[src/rtl/top_h_line_cfg_ctrl_if.sv]
// rtl/top_h_line_cfg_ctrl_if.sv - configuration request handshake bundle for one pad line
interface top_h_line_cfg_ctrl_if;
    logic       cfg_valid;
    logic [3:0] cfg_data;
    logic       cfg_ready;
    logic       cfg_err;
    logic       cfg_busy;

    modport master (
        output cfg_valid,
        output cfg_data,
        input  cfg_ready,
        input  cfg_err,
        input  cfg_busy
    );

    modport slave (
        input  cfg_valid,
        input  cfg_data,
        output cfg_ready,
        output cfg_err,
        output cfg_busy
    );
endinterface

[src/rtl/top_h_line_cfg_ctrl.sv]
// rtl/top_h_line_cfg_ctrl.sv - line configuration controller with break-before-make OE blanking
module top_h_line_cfg_ctrl #(
    parameter int         W             = 10,
    parameter int         BLANK_CYCLES  = 4,
    parameter int         SETTLE_CYCLES = 2,
    parameter logic [3:0] RESET_CFG     = 4'd0
) (
    input  logic                        clk,
    input  logic                        rst_n,
    top_h_line_cfg_ctrl_if.slave        cfg,
    output logic [3:0]                  configuration,
    input  logic [W-1:0]                north_o_selected,
    input  logic [W-1:0]                north_oe_selected,
    output logic [W-1:0]                north_o_pad,
    output logic [W-1:0]                north_oe_pad
);

    localparam int MAX_CYC = (BLANK_CYCLES > SETTLE_CYCLES) ? BLANK_CYCLES : SETTLE_CYCLES;
    localparam int CNT_W   = (MAX_CYC > 1) ? $clog2(MAX_CYC) : 1;

    typedef enum logic [1:0] {
        ACTIVE = 2'd0,
        BLANK  = 2'd1,
        SETTLE = 2'd2
    } state_t;

    state_t           state;
    logic [CNT_W-1:0] cnt;
    logic [3:0]       pending;
    logic             err_q;

    logic hs;
    logic legal;
    logic switch_hs;

    // A switching handshake is a legal request for a code other than the current one.
    always_comb begin
        hs        = cfg.cfg_valid && (state == ACTIVE);
        legal     = (cfg.cfg_data <= 4'd3);
        switch_hs = hs && legal && (cfg.cfg_data != configuration);
    end

    assign cfg.cfg_ready = (state == ACTIVE);
    assign cfg.cfg_busy  = (state != ACTIVE);
    assign cfg.cfg_err   = err_q;

    // Sequencer: OE is blanked for BLANK cycles, mux switches, then OE stays blanked for SETTLE cycles.
    always_ff @(posedge clk or negedge rst_n) begin
        if (!rst_n) begin
            state         <= SETTLE;
            cnt           <= CNT_W'(SETTLE_CYCLES - 1);
            configuration <= RESET_CFG;
            pending       <= RESET_CFG;
            err_q         <= 1'b0;
        end else begin
            err_q <= hs && !legal;
            case (state)
                ACTIVE: begin
                    if (switch_hs) begin
                        pending <= cfg.cfg_data;
                        state   <= BLANK;
                        cnt     <= CNT_W'(BLANK_CYCLES - 1);
                    end
                end
                BLANK: begin
                    if (cnt == '0) begin
                        configuration <= pending;
                        state         <= SETTLE;
                        cnt           <= CNT_W'(SETTLE_CYCLES - 1);
                    end else begin
                        cnt <= cnt - 1'b1;
                    end
                end
                SETTLE: begin
                    if (cnt == '0) begin
                        state <= ACTIVE;
                    end else begin
                        cnt <= cnt - 1'b1;
                    end
                end
                default: begin
                    state <= SETTLE;
                    cnt   <= CNT_W'(SETTLE_CYCLES - 1);
                end
            endcase
        end
    end

    // Pad stage: data passes straight through, OE is gated off outside ACTIVE and on the switching edge.
    always_ff @(posedge clk or negedge rst_n) begin
        if (!rst_n) begin
            north_o_pad  <= '0;
            north_oe_pad <= '0;
        end else begin
            north_o_pad  <= north_o_selected;
            north_oe_pad <= ((state == ACTIVE) && !switch_hs) ? north_oe_selected : '0;
        end
    end

endmodule

[src/flat_wrapper.sv]
// flat-port wrapper written by rule: the top's interface ports become plain ports
module top_h_line_cfg_ctrl_flat 
#(
    parameter int         W             = 10,
    parameter int         BLANK_CYCLES  = 4,
    parameter int         SETTLE_CYCLES = 2,
    parameter logic [3:0] RESET_CFG     = 4'd0
)
  (clk, rst_n, configuration, north_o_selected, north_oe_selected, north_o_pad, north_oe_pad, cfg_cfg_valid, cfg_cfg_data, cfg_cfg_ready, cfg_cfg_err, cfg_cfg_busy);
  top_h_line_cfg_ctrl_if cfg_i ();
  input  logic clk;
  input  logic rst_n;
  output logic [3:0] configuration;
  input  logic [W-1:0] north_o_selected;
  input  logic [W-1:0] north_oe_selected;
  output logic [W-1:0] north_o_pad;
  output logic [W-1:0] north_oe_pad;
  input wire logic [$bits(cfg_i.cfg_valid)-1:0] cfg_cfg_valid;
  input wire logic [$bits(cfg_i.cfg_data)-1:0] cfg_cfg_data;
  output wire logic [$bits(cfg_i.cfg_ready)-1:0] cfg_cfg_ready;
  output wire logic [$bits(cfg_i.cfg_err)-1:0] cfg_cfg_err;
  output wire logic [$bits(cfg_i.cfg_busy)-1:0] cfg_cfg_busy;
  assign cfg_i.cfg_valid = cfg_cfg_valid;
  assign cfg_i.cfg_data = cfg_cfg_data;
  assign cfg_cfg_ready = cfg_i.cfg_ready;
  assign cfg_cfg_err = cfg_i.cfg_err;
  assign cfg_cfg_busy = cfg_i.cfg_busy;
  top_h_line_cfg_ctrl #(.W(W), .BLANK_CYCLES(BLANK_CYCLES), .SETTLE_CYCLES(SETTLE_CYCLES), .RESET_CFG(RESET_CFG)) u_core (.clk(clk), .rst_n(rst_n), .cfg(cfg_i), .configuration(configuration), .north_o_selected(north_o_selected), .north_oe_selected(north_oe_selected), .north_o_pad(north_o_pad), .north_oe_pad(north_oe_pad));
endmodule
[config.mk]
export PLATFORM = sky130hd
export DESIGN_NAME = top_h_line_cfg_ctrl_flat
export DESIGN_NICKNAME = d
export VERILOG_FILES = /design/src/rtl/top_h_line_cfg_ctrl_if.sv /design/src/rtl/top_h_line_cfg_ctrl.sv /design/src/flat_wrapper.sv
export SDC_FILE = /design/constraint.sdc
export NUM_CORES = 1
export LEC_CHECK = 0
export CAP_MARGIN = 20
export CORE_UTILIZATION = 40
export CTS_CLUSTER_DIAMETER = 80
export CTS_CLUSTER_SIZE = 16
export DETAILED_ROUTE_END_ITERATION = 7
export MAX_ROUTING_LAYER = met4
export PLACE_DENSITY = 0.74
export SYNTH_ARGS = -nofsm -noshare
export SYNTH_HDL_FRONTEND = slang
export SYNTH_SLANG_ARGS = --single-unit
[constraint.sdc]
create_clock -name clk -period 2.24 [get_ports clk]
set_clock_uncertainty 0.1 [all_clocks]
set_input_delay 0.224 -clock clk [delete_from_list [all_inputs] [get_ports clk]]
set_output_delay 0.224 -clock clk [all_outputs]
set_load 0.02 [all_outputs]
* Yosys cells after proc, flatten, opt, wreduce, memory -nomap -nowiden
Index checks and enable logic that the tools add are counted.
** Word-level totals
- Bits of input ports :: 27
- Logic and storage cells :: 39
- Register bits :: 33
- Output and inout bits :: 27
** Operators by class
- Add/subtract/negate cells :: 1
- Equal/unequal tests :: 7
- Magnitude comparators :: 1
- Reduce and logical (&&, ||, !) cells :: 14
- Muxes and demuxes :: 9
** Operator list (count)
- two-way mux 2 bit :: 6
- one-hot mux 2 bit (3 select lines) :: 2
- two-way mux 10 bit :: 1
- != test 2 x 1 -> 1 bit (second input constant) :: 3
- AND reduction 2 bit :: 3
- logical AND 1 bit :: 5
- less-or-equal comparator 4 x 2 -> 1 bit (second input constant) :: 1
- zero test 2 bit :: 2
- != test 4 bit :: 1
- AND reduction 3 bit :: 1
- == test 2 x 1 -> 1 bit (second input constant) :: 1
- == test 2 bit (second input constant) :: 1
- zero test 1 bit :: 2
- != test 2 bit (second input constant) :: 1
- nonzero test 2 bit :: 1
- subtractor 2 x 1 -> 2 bit (second input constant) :: 1

* Longest topological paths before layout
Gate-level depths: netlist of run 1.
- Depth after elaboration :: 7
- Mapped depth :: 5
- Depth with buffers taken out :: 5

* Least setup slack after synthesis of run 1
Ideal clock, no wire load.
- Path kind :: reg2reg
- Start point :: register u_core.state[0]
- End point :: register u_core.north_oe_pad[0]
- Path slack :: 0.456 ns
- Setup time :: 0.066 ns
- Cell stages (with the launch flop) :: 6
- Period minus slack after synthesis :: 1.784 ns
- Arrival :: 1.617 ns
- Cells stage by stage :: dfrtp_1 > buf_4 > nor2_1 > inv_1 > nor2_1 > and2_1
** Between the ends
- Word-level cells in the longest chain between the ends :: 7
** Ends and longest elaborated chain
- from (decl) :: line top_h_line_cfg_ctrl.sv:27 : state_t state;
- from (signal assigned) :: line top_h_line_cfg_ctrl.sv:50 : state <= SETTLE;
- from (signal assigned) :: line top_h_line_cfg_ctrl.sv:61 : state <= BLANK;
- from (signal assigned) :: line top_h_line_cfg_ctrl.sv:68 : state <= SETTLE;
- zero test 2 bit *
- via cfg_cfg_ready :: line flat_wrapper.sv:20 : output wire logic [$bits(cfg_i.cfg_ready)-1:0] cfg_cfg_ready;
- logical AND 1 bit :: line top_h_line_cfg_ctrl.sv:38 : hs = cfg.cfg_valid && (state == ACTIVE);
- logical AND 1 bit (2 in series) :: line top_h_line_cfg_ctrl.sv:40 : switch_hs = hs && legal && (cfg.cfg_data != configuration);
- zero test 1 bit :: line top_h_line_cfg_ctrl.sv:96 : north_oe_pad <= ((state == ACTIVE) && !switch_hs) ? north_oe_selected : '0;
- logical AND 1 bit * :: line top_h_line_cfg_ctrl.sv:96
- two-way mux 10 bit * :: line top_h_line_cfg_ctrl.sv:96
- to (signal assigned) :: line top_h_line_cfg_ctrl.sv:96
- to (decl) :: line top_h_line_cfg_ctrl.sv:15 : output logic [W-1:0] north_oe_pad
The timed path passes the listed nets; every way through them passes the cells marked *.
A chain may end at the register's enable or synchronous reset.

* Worst setup path after layout of run 1
- Start point :: register u_core.state[0]
- End point :: output port cfg_cfg_ready
** Between the ends
- Word-level cells in the longest chain between the ends :: 1
** Ends and longest elaborated chain
- zero test 2 bit :: line top_h_line_cfg_ctrl.sv:43 : assign cfg.cfg_ready = (state == ACTIVE);
- to (decl) :: line flat_wrapper.sv:20
Every way passes these cells.

==> results of run 1 <==
[worst paths after layout]
check,slack (ns),from,endpoint
min in group clk,0.22,north_o_selected[7],u_core.north_o_pad[7]$_DFF_PN0_
min reg2reg,0.40,u_core.pending[3]$_DFFE_PN0P_,u_core.configuration[3]$_DFFE_PN0P_
min,0.18,rst_n,u_core.cnt[1]$_DFFE_PN0P_
max,0.11,u_core.state[0]$_DFFE_PN0P_,cfg_cfg_ready
max in group asynchronous,1.53,rst_n,u_core.state[1]$_DFFE_PN1P_
max reg2reg,0.53,u_core.cnt[0]$_DFFE_PN1P_,u_core.configuration[0]$_DFFE_PN0P_
[power by group through the flow]
| stage | sequential, mW | combinational [mW] | clock [mW] |
|---|---|---|---|
| after floorplan | 0.941 | 0.350 | 0 |
| after global placement | 0.856 | 0.754 | 0 |
| after detailed placement | 0.860 | 0.776 | 0 |
| after CTS | 0.847 | 0.780 | 0.390 |
| after global routing | 0.870 | 0.836 | 0.417 |
| final | 0.848 | 0.769 | 0.380 |
[placed cells by master (no fill, tap or decap), types with 2 or more instances in the layout]
cell and n:
mux2_4 2, nor2_1 3, mux2_2 5, clkdlybuf4s50_1 53, ha_1 2, clkbuf_8 2
nand2b_1 2, xnor2_1 4, dfstp_2 2, and2_1 10, inv_1 4, clkbuf_4 5
and2_2 2, dfrtp_1 31
[stage by stage]
stage / worst slack (ns) / instance area, um^2
3_3_place_gp: 0.253 / 1780
6_report: 0.114 / 1850
3_5_place_dp: 0.182 / 1780
2_1_floorplan: 0.456 / 1220
4_1_cts: 0.122 / 1850
5_1_grt: 0.0188 / 1850
[metal layers]
layer  global-route usage [%]  vias to the layer above  wire (um)  part of all wire [%]
met5                        -                        -          0                     0
met4                     6.27                        0         38                   1.6
met3                     8.62                        4        191                   8.1
met2                     28.2                       34       1200                    51
met1                     17.6                      394        930                    39
li1                         -                      392          -                     -
[cell usage after synthesis, types with 2 or more instances]
master,instances,area [um^2]
nor2_1,3,11.3
dfrtp_1,31,776
ha_1,2,25.0
and2_2,2,15.0
and2_1,10,62.6
mux2_2,5,56.3
mux2_4,2,30.0
dfstp_2,2,52.6
inv_1,4,15.0
xnor2_1,4,35.0
nand2b_1,2,12.5
[kinds of logic (layout without fill, tap and decap cells)]
| logic type | after synthesis | after routing | synth area share (%) |
|---|---|---|---|
| adder cells (fa/ha/maj) | 2 | 2 | 2.05 |
| multiplexers | 7 | 7 | 7.08 |
| flip-flops | 33 | 33 | 68.0 |
| AND/OR/NAND/NOR | 23 | 23 | 11.4 |
| AO/OA/AOI/OAI | 7 | 7 | 5.13 |
| buffers and inverters | 6 | 66 | 2.77 |
| XOR/XNOR | 5 | 5 | 3.59 |
[cell type report]
| type | count | area share (%) |
|---|---|---|
| Clock buffer | 7 | 3.52 |
| Clock inverter | 1 | 0.271 |
| Inverter | 4 | 0.813 |
| Multi-Input combinational cell | 44 | 19.3 |
| Sequential cell | 33 | 44.9 |
| Tap cell | 31 | 2.10 |
| Timing Repair Buffer | 54 | 29.1 |
[flip-flops by register name, indices dropped and copies added (netlist names)]
signal                count
u_core.pending            4
u_core.north_oe_pad      10
u_core.cnt                2
u_core.cfg.cfg_err        1
u_core.north_o_pad       10
u_core.configuration      4
u_core.state              2
==> results.tsv, run 1 <==
stage	metric	value	unit
place	Post-DP HPWL	1.73	mm
cells_and_area	sequential standard cell area	828	um^2
cells_and_area	Fillers	224	
synthesis	Warnings, synthesis	0	
die	Starting Density	43.1	%
power	Seq pwr share	42.5	%
synthesis	Most used DFF post-synth	dfrtp_1	
place	number of port buffers	53	
clocking	H-tree depth	2	
routing	routed via count	824	
routing	final wirelength	2.36	mm
worst_setup_path	Worst path depth	2	
timing	min Tclk post-route	2.13	ns
timing	part of the cycle the worst path needs	94.9	%
cells_and_area	Layout area overhead	51.5	%
synthesis	number of library cell types mapped by synthesis	27	
clocking	Post-CTS Resized	0	
place	RD Place Congestion	0.723	
worst_setup_path	Worst R2R Path Depth	4	
worst_setup_path	Slowest-stage cell, CP	clkdlybuf4s50_1	
clocking	Num CTS Buffers	5	
die	DIE HEIGHT	57.2	um
power	Switching Share	33.3	%
synthesis	register area share after synthesis	68.0	%
timing	setup tns final	0	ns
worst_setup_path	CP endpoint kind	output pin	
clocking	CTS tree	yes	
routing	initial DRC count	30	
power	Leak Pwr	0.823	nW
clocking	CTS Hold Bufs	0	
global_route	number of antenna violations at the first check in global routing	0	
timing	Final Setup Violations	0	
power	PwrDens	1080	nW/um^2
die	I/O Pins	54	
worst_setup_path	Worst Setup Path Type	reg -> out	
synthesis	Syn Inst Count	83	
clocking	Clk pin slew, worst setup/hold paths	0.10	ns
cells_and_area	Ant. Diodes	0	
routing	Routed WL per cell	13.6	um
worst_setup_path	delay-heaviest family, CP	buffers and inverters	
cells_and_area	Final nets	171	
global_route	number of global-route vias before repair	857	
timing	Pins Over Slew Limit	0	
worst_setup_path	CP Cell Sequence	nor2_1, clkdlybuf4s50_1	
power	Int Pwr	1.33	mW
worst_setup_path	critical path fanouts, max	9	
clocking	deepest clock path buffer count	2	
worst_hold_path	worst hold path type	in -> async	
job	maxcap violations	0	
routing	residual DRC count	2	
clocking	worst skew pair latency	0.33	ns
power	Psw	665	uW
routing	DRT antenna net count	0	
worst_setup_path	Max stage delay on crit path	0.67	ns
place	placed cell count	166	
timing	FMAX	470	MHz
power	Power Total	2.00	mW
power	peak supply drop	0.575	mV
die	Die W	57.2	um
outcome	failing checks	DRC	
synthesis	Syn Area/Cell	14.7	um^2
timing	Worst-Margin Slew	0.492	ns
clocking	postcts setup bufs	0	
timing	final hold slack	0.180	ns
synthesis	Mapped Area	1220	um^2
power	power share of the clock group	19.0	%
clocking	root buf cell	clkbuf_4	
die	row count	19	
routing	1st-pass router iterations	6	
cells_and_area	Multi-input gate area	357	um^2
global_route	Total GRT Usage	17.2	%
outcome	status	finished with violations	
global_route	first-pass GRT wire length	3.87	mm
timing	RSZ-0062 raised after global routing	false	
clocking	Sink Count	33	
routing	via/cell ratio	4.74	
worst_setup_path	WP buf/inv	1	
timing	final hold viol count	0	
cells_and_area	Finished Layout Cells	174	
global_route	grt ovf	0	
synthesis	ys async rst share	100	%
cells_and_area	final core utilization	65.3	%
worst_setup_path	Startpoint Class	flop	
die	CORE AREA	2830	um^2
power	Comb pwr share	38.5	%
synthesis	register bit total from synthesis	33	
timing	Slew headroom	67.0	%
worst_setup_path	Data required, critical path	1.92	ns
synthesis	syn_nets	112	
global_route	largest net degree at the start of global routing	34	
synthesis	number of flops mapped to enable cells by yosys	0	
cells_and_area	share of layout cells above drive strength 1	15.4	%
die	die area	3270	um^2
worst_setup_path	worst path arrival time	1.80	ns
No activity file was read; power rests on OpenSTA's default activity.
==> run 2, diff against run 1 <==
--- a/config.mk
+++ b/config.mk
@@ -12,6 +12,8 @@
 export DETAILED_ROUTE_END_ITERATION = 7
 export MAX_ROUTING_LAYER = met4
 export PLACE_DENSITY = 0.74
+export RECOVER_POWER = 100
+export SLEW_MARGIN = 20
 export SYNTH_ARGS = -nofsm -noshare
 export SYNTH_HDL_FRONTEND = slang
 export SYNTH_SLANG_ARGS = --single-unit
==> results.tsv, run 2 (same netlist as run 1, synthesis figures left out) <==
stage	metric	value	unit	change
global_route	first-pass GRT wire length	3.87	mm	unchanged
timing	setup tns final	0	ns	unchanged
worst_setup_path	Slowest-stage cell, CP	dfstp_2		
routing	DRT antenna net count	0		unchanged
routing	via/cell ratio	4.74		unchanged
cells_and_area	commonest non-fill, non-tap cell in the layout	dlygate4sd3_1		
global_route	grt ovf	0		unchanged
global_route	Total GRT Usage	17.2	%	unchanged
routing	1st-pass router iterations	6		unchanged
routing	final wirelength	2.34	mm	-1.2%
outcome	status	finished with violations		
clocking	root buf cell	clkbuf_4		
routing	routed via count	824		unchanged
worst_setup_path	Worst Setup Path Type	reg -> out		
clocking	Clk pin slew, worst setup/hold paths	0.10	ns	about the same
place	RD Place Congestion	0.723		unchanged
cells_and_area	Layout area overhead	49.8	%	
timing	Final Setup Violations	0		unchanged
cells_and_area	share of layout cells above drive strength 1	11.2	%	-4.2 points
routing	Routed WL per cell	13.4	um	-1.2%
clocking	CTS tree	yes		
timing	Worst-Margin Slew	1.72	ns	+1.23 ns
clocking	worst skew pair latency	0.33	ns	about the same
cells_and_area	final core utilization	64.5	%	-0.75 points
worst_setup_path	CP endpoint kind	output pin		
clocking	Num CTS Buffers	5		unchanged
worst_setup_path	reg2reg start	u_core.cnt[0]$_DFFE_PN1P_		
clocking	CTS Hold Bufs	0		unchanged
timing	FMAX	478	MHz	+1.6%
power	peak supply drop	0.545	mV	-5.2%
clocking	postcts setup bufs	0		unchanged
place	number of port buffers	53		unchanged
worst_setup_path	Startpoint Class	flop		
timing	Slew headroom	-14.9	%	-82 points
timing	final hold slack	0.335	ns	+0.154 ns
die	CORE AREA	2830	um^2	unchanged
worst_setup_path	worst path arrival time	1.77	ns	-0.03 ns
cells_and_area	commonest non-fill, non-tap cells in the layout	36 x dlygate4sd3_1, 31 x dfrtp_1, 17 x clkdlybuf4s50_1		
timing	RSZ-0062 raised after global routing	false		
routing	residual DRC count	2		unchanged
timing	final hold viol count	0		unchanged
clocking	Post-CTS Resized	0		unchanged
global_route	number of antenna violations at the first check in global routing	0		unchanged
die	I/O Pins	54		unchanged
power	PwrDens	1050	nW/um^2	-2.6%
die	die area	3270	um^2	unchanged
cells_and_area	Final nets	171		unchanged
worst_setup_path	r2r setup slk	0.49	ns	-0.04 ns
global_route	largest net degree at the start of global routing	34		unchanged
job	maxcap violations	1		+1
worst_setup_path	Data required, critical path	1.92	ns	about the same
clocking	deepest clock path buffer count	2		unchanged
timing	Pins Over Slew Limit	34		+34
die	Starting Density	43.1	%	unchanged
die	row count	19		unchanged
timing	min Tclk post-route	2.09	ns	-0.0337 ns
cells_and_area	Ant. Diodes	0		unchanged
worst_setup_path	CP Cell Sequence	nor2_1, inv_1, clkdlybuf4s50_1		
cells_and_area	Largest regs	u_core.north_o_pad (10), u_core.north_oe_pad (10)		
worst_hold_path	worst hold path type	in -> reg		
worst_setup_path	Max stage delay on crit path	0.62	ns	-0.05 ns
power	Leak Pwr	0.837	nW	+1.7%
worst_setup_path	worst setup path start	u_core.state[1]$_DFFE_PN1P_		
cells_and_area	Fillers	229		+2.2%
worst_setup_path	critical path fanouts, max	10		+1
routing	initial DRC count	30		unchanged
global_route	number of global-route vias before repair	857		unchanged
worst_hold_path	min-delay src	north_oe_selected[7]		
die	DIE HEIGHT	57.2	um	unchanged
clocking	H-tree depth	2		unchanged
die	Die W	57.2	um	unchanged
timing	part of the cycle the worst path needs	93.4	%	-1.5 points
place	Post-DP HPWL	1.73	mm	unchanged
clocking	Sink Count	33		unchanged
outcome	failing checks	DRC, capacitance limit, slew limit		
## run 2: changes by cell type in the layout (fill, tap and decap cells not counted), moves of 2 or more
cell | previous run | this run
clkdlybuf4s50_1 | 53 | 17
dlygate4sd3_1 | 0 | 36
and2_0 | 0 | 9
and2_1 | 10 | 1
mux2_1 | 0 | 2
mux2_4 | 2 | 0
## run 2: final timing paths
path,to,depth (start not counted)
setup / recovery,cfg_cfg_busy,3
setup reg to reg,u_core.configuration[0]$_DFFE_PN0P_,4
hold reg to reg,u_core.configuration[3]$_DFFE_PN0P_,1
min in group asynchronous,u_core.cfg.cfg_err$_DFF_PN0_,2
hold / removal,u_core.north_oe_pad[7]$_DFF_PN0_,2
max in group asynchronous,u_core.north_oe_pad[2]$_DFF_PN0_,2
## run 2: critical path, delay by kind of cell (launching register included)
kind / cells / cell delay (ns)
DFF: 1 / 0.62
buffers and inverters: 2 / 0.70
and+or+nand+nor: 1 / 0.11
## run 2: stage by stage
stage | cell area, um^2 | power [mW] | worst slack, ns | instances
final | 1830 | 1.92 | 0.148 | 174
after global routing | 1830 | 2.05 | 0.0519 | 174
after global placement | 1780 | 1.61 | 0.253 | 166
after CTS | 1850 | 2.02 | 0.122 | 174
after detailed placement | 1780 | 1.64 | 0.182 | 166
after floorplan | 1220 | 1.29 | 0.456 | 83
## run 2: layout make-up
type	count	area [um^2]	share of cell area, %
inverters	4	15.0	0.822
clock buffers	7	65.1	3.56
repair buffers	54	534	29.3
well taps	31	38.8	2.12
multi-input cells	44	339	18.6
flip-flops and latches	33	828	45.4
clock inverters	1	5.00	0.274
## run 2: layer usage
metal | part of all wire, % | global-route usage (%)
met5 | 0 | -
met4 | 1.6 | 6.27
met3 | 8.3 | 8.62
met2 | 51 | 28.2
met1 | 39 | 17.6
## run 2: power by group
part	internal [mW]	switching, mW	total (mW)
clock network	0.182	0.197	0.379
logic	0.340	0.364	0.704
registers	0.747	0.0929	0.840
